File: src/rtl/vector_load_unit.sv
// Vector load unit: gathers LANES sequential memory words into one vector
// and writes it to the vector register file in a single cycle.
`timescale 1ns/1ps
module vector_load_unit #(
    parameter int unsigned DATA_W  = 16,
    parameter int unsigned LANES   = 16,
    parameter int unsigned ADDR_W  = 16,
    parameter int unsigned VREG_AW = 3
) (
    input  logic                    clk,
    input  logic                    rst,
    input  logic                    start,
    input  logic [ADDR_W-1:0]       base_addr,
    input  logic [VREG_AW-1:0]      dest,
    output logic                    busy,
    output logic                    done,
    output logic                    mem_rd_en,
    output logic [ADDR_W-1:0]       mem_addr,
    input  logic [DATA_W-1:0]       mem_rdata,
    input  logic                    mem_rvalid,
    output logic                    VwrEn,
    output logic [VREG_AW-1:0]      VwrAddr,
    output logic [DATA_W*LANES-1:0] Vwrdata
);
    localparam int unsigned VEC_W = DATA_W * LANES;
    localparam int unsigned CNT_W = $clog2(LANES + 1);

    localparam logic [1:0] IDLE  = 2'd0;
    localparam logic [1:0] FETCH = 2'd1;
    localparam logic [1:0] WRITE = 2'd2;
    localparam logic [1:0] DONE  = 2'd3;

    localparam logic [CNT_W-1:0] LAST_LANE = CNT_W'(LANES - 1);
    localparam logic [CNT_W-1:0] ALL_LANES = CNT_W'(LANES);

    logic [1:0]         state_q, state_d;
    logic [CNT_W-1:0]   issue_q, issue_d;
    logic [CNT_W-1:0]   recv_q, recv_d;
    logic [ADDR_W-1:0]  base_q, base_d;
    logic [VREG_AW-1:0] dest_q, dest_d;
    logic [VEC_W-1:0]   buf_q, buf_d;
    logic               busy_q, busy_d;
    logic               done_q, done_d;
    logic               rd_en_q, rd_en_d;
    logic [ADDR_W-1:0]  addr_q, addr_d;
    logic               wr_en_q, wr_en_d;
    logic [VREG_AW-1:0] wr_addr_q, wr_addr_d;
    logic [VEC_W-1:0]   wr_data_q, wr_data_d;

    // Next-state and registered-output logic
    always_comb begin
        state_d   = state_q;
        issue_d   = issue_q;
        recv_d    = recv_q;
        base_d    = base_q;
        dest_d    = dest_q;
        buf_d     = buf_q;
        busy_d    = busy_q;
        done_d    = 1'b0;
        rd_en_d   = 1'b0;
        addr_d    = addr_q;
        wr_en_d   = 1'b0;
        wr_addr_d = wr_addr_q;
        wr_data_d = wr_data_q;

        case (state_q)
            IDLE: begin
                if (start) begin
                    base_d  = base_addr;
                    dest_d  = dest;
                    issue_d = CNT_W'(1);
                    recv_d  = '0;
                    rd_en_d = 1'b1;
                    addr_d  = base_addr;
                    busy_d  = 1'b1;
                    state_d = FETCH;
                end
            end
            FETCH: begin
                if (issue_q < ALL_LANES) begin
                    rd_en_d = 1'b1;
                    addr_d  = base_q + ADDR_W'(issue_q);
                    issue_d = issue_q + CNT_W'(1);
                end
                // Responses arrive in request order, so recv_q is the lane index
                if (mem_rvalid && (recv_q < ALL_LANES)) begin
                    for (int unsigned i = 0; i < LANES; i++) begin
                        if (recv_q == CNT_W'(i)) begin
                            buf_d[i*DATA_W +: DATA_W] = mem_rdata;
                        end
                    end
                    recv_d = recv_q + CNT_W'(1);
                    if (recv_q == LAST_LANE) begin
                        wr_en_d   = 1'b1;
                        wr_addr_d = dest_q;
                        wr_data_d = buf_d;
                        state_d   = WRITE;
                    end
                end
            end
            WRITE: begin
                done_d  = 1'b1;
                state_d = DONE;
            end
            DONE: begin
                busy_d  = 1'b0;
                state_d = IDLE;
            end
            default: begin
                busy_d  = 1'b0;
                state_d = IDLE;
            end
        endcase
    end

    always_ff @(posedge clk or posedge rst) begin
        if (rst) begin
            state_q   <= IDLE;
            issue_q   <= '0;
            recv_q    <= '0;
            base_q    <= '0;
            dest_q    <= '0;
            buf_q     <= '0;
            busy_q    <= 1'b0;
            done_q    <= 1'b0;
            rd_en_q   <= 1'b0;
            addr_q    <= '0;
            wr_en_q   <= 1'b0;
            wr_addr_q <= '0;
            wr_data_q <= '0;
        end else begin
            state_q   <= state_d;
            issue_q   <= issue_d;
            recv_q    <= recv_d;
            base_q    <= base_d;
            dest_q    <= dest_d;
            buf_q     <= buf_d;
            busy_q    <= busy_d;
            done_q    <= done_d;
            rd_en_q   <= rd_en_d;
            addr_q    <= addr_d;
            wr_en_q   <= wr_en_d;
            wr_addr_q <= wr_addr_d;
            wr_data_q <= wr_data_d;
        end
    end

    assign busy      = busy_q;
    assign done      = done_q;
    assign mem_rd_en = rd_en_q;
    assign mem_addr  = addr_q;
    assign VwrEn     = wr_en_q;
    assign VwrAddr   = wr_addr_q;
    assign Vwrdata   = wr_data_q;

endmodule
File: config.mk
export PLATFORM = sky130hd
export DESIGN_NAME = vector_load_unit
export DESIGN_NICKNAME = d
export VERILOG_FILES = /design/src/rtl/vector_load_unit.sv
export SDC_FILE = /design/constraint.sdc
export NUM_CORES = 1
export LEC_CHECK = 0
export ABC_AREA = 1
export BUFFER_PORTS_ARGS = -buffer_cell sky130_fd_sc_hd__buf_2
export CORE_MARGIN = 2
export CORE_UTILIZATION = 57
export DETAILED_ROUTE_END_ITERATION = 10
export GPL_TIMING_DRIVEN = 0
export PLACE_DENSITY = 0.86
export REMOVE_ABC_BUFFERS = 1
export SYNTH_ARGS = -nofsm -noshare
export SYNTH_HDL_FRONTEND = slang
export SYNTH_SLANG_ARGS = --single-unit
File: constraint.sdc
create_clock -name clk -period 19.6 [get_ports clk]
set_input_delay 1.96 -clock clk [delete_from_list [all_inputs] [get_ports clk]]
set_output_delay 1.96 -clock clk [all_outputs]
set_load 0.02 [all_outputs]
==> summary.txt, run 1 <==
count of final hold-check violations: 0
diodes inserted: 0
Layout area overhead: 16.16%
PwrDens: 124.1 nW/µm²
Seq/Total Area, Yosys: 59.88%
hold buffers post-CTS: 0
Min Hold Slack: 0.4697 ns
CP Class: input pin to flip-flop
Sw Pwr: 1.078 mW
Sw Ratio: 32.54%
Synth cell types: 31
Die X: 204.8 µm
PostCTS Resize Cnt: 0
Worst slew margin: 15.38%
initial core utilization: 57.85%
Startpoint Class: input pin
Die H: 204.8 µm
clock latency on the worst-skew pair: 0.61 ns
first drt pass iteration count: 5
first-pass GRT wire length: 98.03 mm
post-CTS setup buffers: 0
Final period util: 22.49%
fmax: 0.2269 GHz
Hold Crit Class: flip-flop to flip-flop
Max IR drop VDD: 0.1006 mV
buffers added on ports: 317
Power Internal: 2.234 mW
GRT overflow: 0
Antenna Nets Post-Route: 0
RSZ-0062 raised after global routing: no
gr usage total: 29.91%
CP Data Arrival Time: 4.86 ns
Worst Path Buf+Inv: 4
htree depth: 2
total of warnings raised by yosys: 0
Worst path top cell family by delay: simple AND/OR/NAND/NOR gates
nets@finish: 2,662
FILL cells: 2,944
Tmin final: 4.408 ns
CP max stage delay: 0.96 ns
CP cell instances: buf_2 > inv_1 > nor2_1 > nand2_1 > nor2_2 > inv_8 > buf_16 > nand2_1 > o21ai_0
Residual DRC: 0
worst-margin pin slew: 1.268 ns
clock buffer depth: 3
sequential power share: 43.7%
via-per-instance ratio: 5.753
setup TNS: 0 ns
pin count of the biggest net entering global routing: 160
root buf cell: clkbuf_16
initial antenna violation count: 0
Placer Congestion: 0.8082
outcome: completed
1st-iter DRT viols: 1,779
crit end category: flip-flop
async set-reset flop share out of synthesis: 100.0%
total CTS buffers: 55
TritonCTS clock tree: yes
max-slew violations: 0
main flop type after synthesis: dfrtp_1
Rows: 73
share of cells above drive strength 1: 16.61%
number of global-route vias before repair: 18,152
Mapped Cells: 2,377
final setup vio count: 0
Avg Cell Area, Syn: 9.669 µm²
flop and latch count out of synthesis: 550
clock skew: 0.01406 ns
Worst path slowest cell: nor2_2
mean routed wirelength per cell: 19.63 µm
clock power share: 32.7%
final wirelength: 62.30 mm
total I/O pin count: 318
Post-synth EDFFs: 0
WP data required: 20.05 ns
cell mode on critical path: nand2_1
Leakage: 14.14 nW
Die ar.: 41,940 µm²
via count: 18,261
Core Util, Final: 67.19%
max-cap violations: 0
Clock transition at path regs: 0.06 ns
PnR Total Power: 3.312 mW
synthesized area: 22,980 µm²
clk sinks: 550
Core Region: 39,730 µm²
Final HPWL DP: 38.22 mm
Comb power frac: 23.7%
maximum fanout along the worst path: 159
[registers in the layout, summed over array words and instances, names as in the netlist]
signal,cells
VwrEn,1
busy,1
dest_q,3
base_q,16
VwrAddr,3
state_q,2
Vwrdata,256
buf_q,240
mem_addr,16
recv_q,5
done,1
mem_rd_en,1
issue_q,5
[final timing paths]
kind	depth (start not counted)	startpoint	endpoint	slack, ns
max	9	mem_rvalid	Vwrdata[20]	15.19
min	2	VwrAddr[2]	VwrAddr[2]	0.47
max reg2reg	8	state_q[1]	Vwrdata[20]	15.26
min reg2reg	2	VwrAddr[2]	VwrAddr[2]	0.47
max in group asynchronous	4	rst	Vwrdata[26]	16.70
min in group asynchronous	2	rst	Vwrdata[217]	1.35
[worst reg2reg max path: stages, from the launching register on]
cell and delay [ns]:
dfrtp_1 0.40, inv_1 0.12, ha_1 0.76, inv_2 0.35
nor2_2 1.06, inv_8 0.51, buf_16 0.43, nand2_1 0.42
o21ai_0 0.12
[cell usage in the layout (no fill, tap or decap), types with 5 or more instances in the layout]
master,Yosys,routed
ha_1,15,15
bufinv_16,0,5
inv_1,118,116
nand3_1,38,38
dfrtp_1,550,550
o21ai_0,508,508
clkbuf_16,0,56
nor2_1,31,30
mux2i_1,176,176
buf_16,0,9
nor3_1,5,5
a21oi_1,84,84
buf_2,61,317
clkinv_2,0,10
clkbuf_8,0,13
o21ai_1,55,55
clkbuf_1,82,11
nand2_1,606,605
nand2_2,11,11
[cells in the mapped netlist (all sizes together) (2+ instances only)]
| cell type | count | share of area, % |
|---|---|---|
| buf | 75 | 1.9 |
| nor2 | 34 | 0.59 |
| nand2 | 617 | 10 |
| xor2 | 2 | 0.076 |
| clkbuf | 82 | 1.3 |
| ha | 15 | 0.82 |
| dfrtp | 550 | 60 |
| mux2i | 176 | 7.7 |
| inv | 120 | 2.0 |
| a31oi | 2 | 0.054 |
| nand3b | 3 | 0.098 |
| nand3 | 38 | 0.83 |
| o21a | 2 | 0.065 |
| nor3 | 6 | 0.15 |
| o21ai | 563 | 12 |
| a21oi | 84 | 1.8 |
| clkinv | 2 | 0.033 |
[metrics by stage]
stage	worst slack [ns]	cell area, µm²	std cells
after floorplan	2.263	22240	2220
after global placement	-2.535	24480	3062
after detailed placement	14.74	24830	3075
after CTS	15.34	26700	3174
after global routing	15.02	26700	3174
final	15.19	26700	3174
[final cells by class]
class | count | area [µm²] | area share (%)
flip-flops and latches | 550 | 13760 | 51.55
multi-input cells | 1548 | 8028 | 30.07
repair buffers | 330 | 1909 | 7.152
clock buffers | 80 | 1622 | 6.074
well taps | 525 | 656.9 | 2.461
inverters | 122 | 474.2 | 1.776
clock inverters | 19 | 244.0 | 0.9139
[kinds of logic after synthesis]
family / synth area share (%)
buffers and inverters: 5.232
AO/OA/AOI/OAI: 14.31
adder cells (fa/ha/maj): 0.9037
XOR/XNOR: 0.1143
flip-flops: 59.88
AND/OR/NAND/NOR: 11.89
multiplexers: 7.665
[layer usage]
metal,vias to the layer above,track usage (%),routed length [µm]
met4,0,14.80,2956
met2,754,47.80,29630
met5,-,0,0
met1,8999,38.82,24770
li1,8330,-,-
met3,178,6.586,4951
[power groups by stage]
stage               Clock, mW  Combinational, mW  Sequential [mW]
floorplan                   0              0.533             1.46
global placement            0              0.724             1.46
detailed placement          0              0.772             1.46
CTS                      1.09              0.784             1.44
global route             1.14              0.878             1.47
finish                   1.08              0.784             1.45
Power figures use the tool's default switching activity.
==> run 2, diff against run 1 <==
clock period = 4.1 ns   (was 19.6 ns; I/O delays follow)
==> run 2 against run 1 <==
  * Via count barely moved
  * Sequential share of layout area hardly changed
  * Hold slack got worse by 0.45 ns
  * Critical path depth fell by 1
  * Sequential cell count unchanged
  * Clock power grew to 4.8 times the previous value
  * Global-route usage hardly changed
  * Cell count barely moved
  * Die area unchanged
  * Clock skew is 0.0022 ns lower
  * Critical endpoint unchanged
==> summary.txt, run 2 (synthesis gave the netlist of run 1 again) <==
Die ar.: 41,940 µm² (unchanged)
number of global-route vias before repair: 18,181 (was 18,152)
max-slew violations: 0 (unchanged)
placed cell areas: 24,830 µm² (unchanged)
first drt pass iteration count: 6 (was 5)
Core Region: 39,730 µm² (unchanged)
share of cells above drive strength 1: 16.60% (was 16.61%)
WP data required: 4.55 ns (was 20.05 ns)
hold wc startpoint: dest[0] (was VwrAddr[2])
Die X: 204.8 µm (unchanged)
Tmin final: 3.819 ns
final instance area: 26,720 µm² (was 26,700 µm²)
Antenna Nets Post-Route: 0 (unchanged)
gr usage total: 29.95% (was 29.91%)
Clock transition at path regs: 0.06 ns (about the same)
Placer Congestion: 0.8082 (unchanged)
1st-iter DRT viols: 1,597 (was 1,779)
Worst path slowest cell: ha_1 (was nor2_2)
RSZ-0062 raised after global routing: no (unchanged)
fmax: 0.2618 GHz
Final HPWL DP: 38.22 mm (unchanged)
most frequent cells in the layout: nand2_1 (605), dfrtp_1 (550), o21ai_0 (508) (unchanged)
CP max stage delay: 0.76 ns (was 0.96 ns)
count of final hold-check violations: 0 (unchanged)
Hold Crit Class: input pin to flip-flop (was flip-flop to flip-flop)
Startpoint Class: flip-flop (was input pin)
mean routed wirelength per cell: 19.58 µm (was 19.63 µm)
max reg flops: 256 (unchanged)
via count: 18,246 (was 18,261)
post-CTS setup buffers: 0 (unchanged)
initial core utilization: 57.85% (unchanged)
root buf cell: clkbuf_16 (unchanged)
buffers added on ports: 317 (unchanged)
crit path from: state_q[1] (was mem_rvalid)
final setup vio count: 0 (unchanged)
Die H: 204.8 µm (unchanged)
Residual DRC: 0 (unchanged)
total I/O pin count: 318 (unchanged)
Max IR drop VDD: 0.4773 mV (was 0.1006 mV)
outcome: completed (unchanged)
worst r2r src: state_q[1] (unchanged)
TritonCTS clock tree: yes (unchanged)
Min Hold Slack: 0.01839 ns (was 0.4697 ns)
clock buffer depth: 3 (unchanged)
pin count of the biggest net entering global routing: 160 (unchanged)
maximum fanout along the worst path: 159 (unchanged)
initial antenna violation count: 0 (unchanged)
via-per-instance ratio: 5.745 (was 5.753)
worst-margin pin slew: 1.197 ns (was 1.268 ns)
clock skew: 0.01183 ns (was 0.01406 ns)
final wirelength: 62.19 mm (was 62.30 mm)
nets@finish: 2,664 (was 2,662)
CP Class: flip-flop to flip-flop (was input pin to flip-flop)
htree depth: 2 (unchanged)
clock latency on the worst-skew pair: 0.61 ns (about the same)
clk sinks: 550 (unchanged)
Worst slew margin: 20.00% (was 15.38%)
first-pass GRT wire length: 98.17 mm (was 98.03 mm)
Rows: 73 (unchanged)
GRT overflow: 0 (unchanged)
PnR Total Power: 15.83 mW (was 3.312 mW)
CP cell instances: inv_1 > ha_1 > inv_2 > nor2_4 > inv_8 > buf_16 > nand2_1 > o21ai_0 (was buf_2 > inv_1 > nor2_1 > nand2_1 > nor2_2 > inv_8 > buf_16 > nand2_1 > o21ai_0)
total CTS buffers: 55 (unchanged)
max-cap violations: 0 (unchanged)
most common cell after layout, fill and taps aside: nand2_1 (unchanged)
Leakage: 14.14 nW (about the same)
CP Data Arrival Time: 4.27 ns (was 4.86 ns)
diodes inserted: 0 (unchanged)
PwrDens: 592.3 nW/µm² (was 124.1 nW/µm²)
Layout area overhead: 16.27% (was 16.16%)
crit end category: flip-flop (unchanged)
Final period util: 93.16%
[run 2: cell count changes in the layout (fill, tap and decap cells not counted), sizes merged]
cell         previous run  this run
dlygate4sd3             0         2
[run 2: metal layers]
layer	up-vias	track usage, %	wire length (µm)
met2	782	47.96	29480
met1	8939	38.77	24700
met3	198	6.522	4913
met5	-	0	0
li1	8327	-	-
met4	0	14.98	3090
[run 2: stage by stage]
step           setup slack (ns)  util, %  cells  setup TNS [ns]
6_report                 0.2806    67.26   3176               0
2_1_floorplan            -11.69        -   2220        -7722.54
5_1_grt                 0.09595    67.26   3176               0
3_3_place_gp             -16.49    61.62   3062               -
4_1_cts                  0.3957    67.26   3176               0
3_5_place_dp           -0.05062    62.50   3075         -0.2117
[run 2: power breakdown]
part	switching (mW)	total, mW	internal, mW
Combinational	2.50	3.75	1.25
Clock	2.12	5.17	3.05
Sequential	0.529	6.91	6.38
[run 2: final timing paths]
path / to / cells after the start / slack [ns]
max reg2reg: Vwrdata[20] / 8 / 0.28
min in group asynchronous: Vwrdata[217] / 3 / 0.36
max in group asynchronous: buf_q[44] / 5 / 2.20
min: dest_q[0] / 3 / 0.02
max: Vwrdata[20] / 8 / 0.28
min reg2reg: VwrAddr[2] / 2 / 0.47
[run 2: what timing repair did]
| action | 4_1_cts | 5_1_grt |
|---|---|---|
| hold buffers | 2 | 0 |
| gates resized for setup | 1 | 0 |
| setup endpoints to repair | 40 | 0 |
| endpoints found under the hold margin | 46 | 0 |
[run 2: layout make-up]
cell class | count | area [µm²]
inverters | 122 | 474.2
flip-flops and latches | 550 | 13760
clock buffers | 80 | 1622
repair buffers | 332 | 1929
fillers | 2937 | 13010
well taps | 525 | 656.9
multi-input cells | 1548 | 8033
clock inverters | 19 | 244.0
[run 2: critical path, delay by kind of cell (launching register included)]
kind                       cells  cell delay, ns
AOI/OAI and AO/OA              1            0.12
adders and majority gates      1            0.76
buffers and inverters          4            1.25
DFF                            1            0.41
and+or+nand+nor                2            0.91
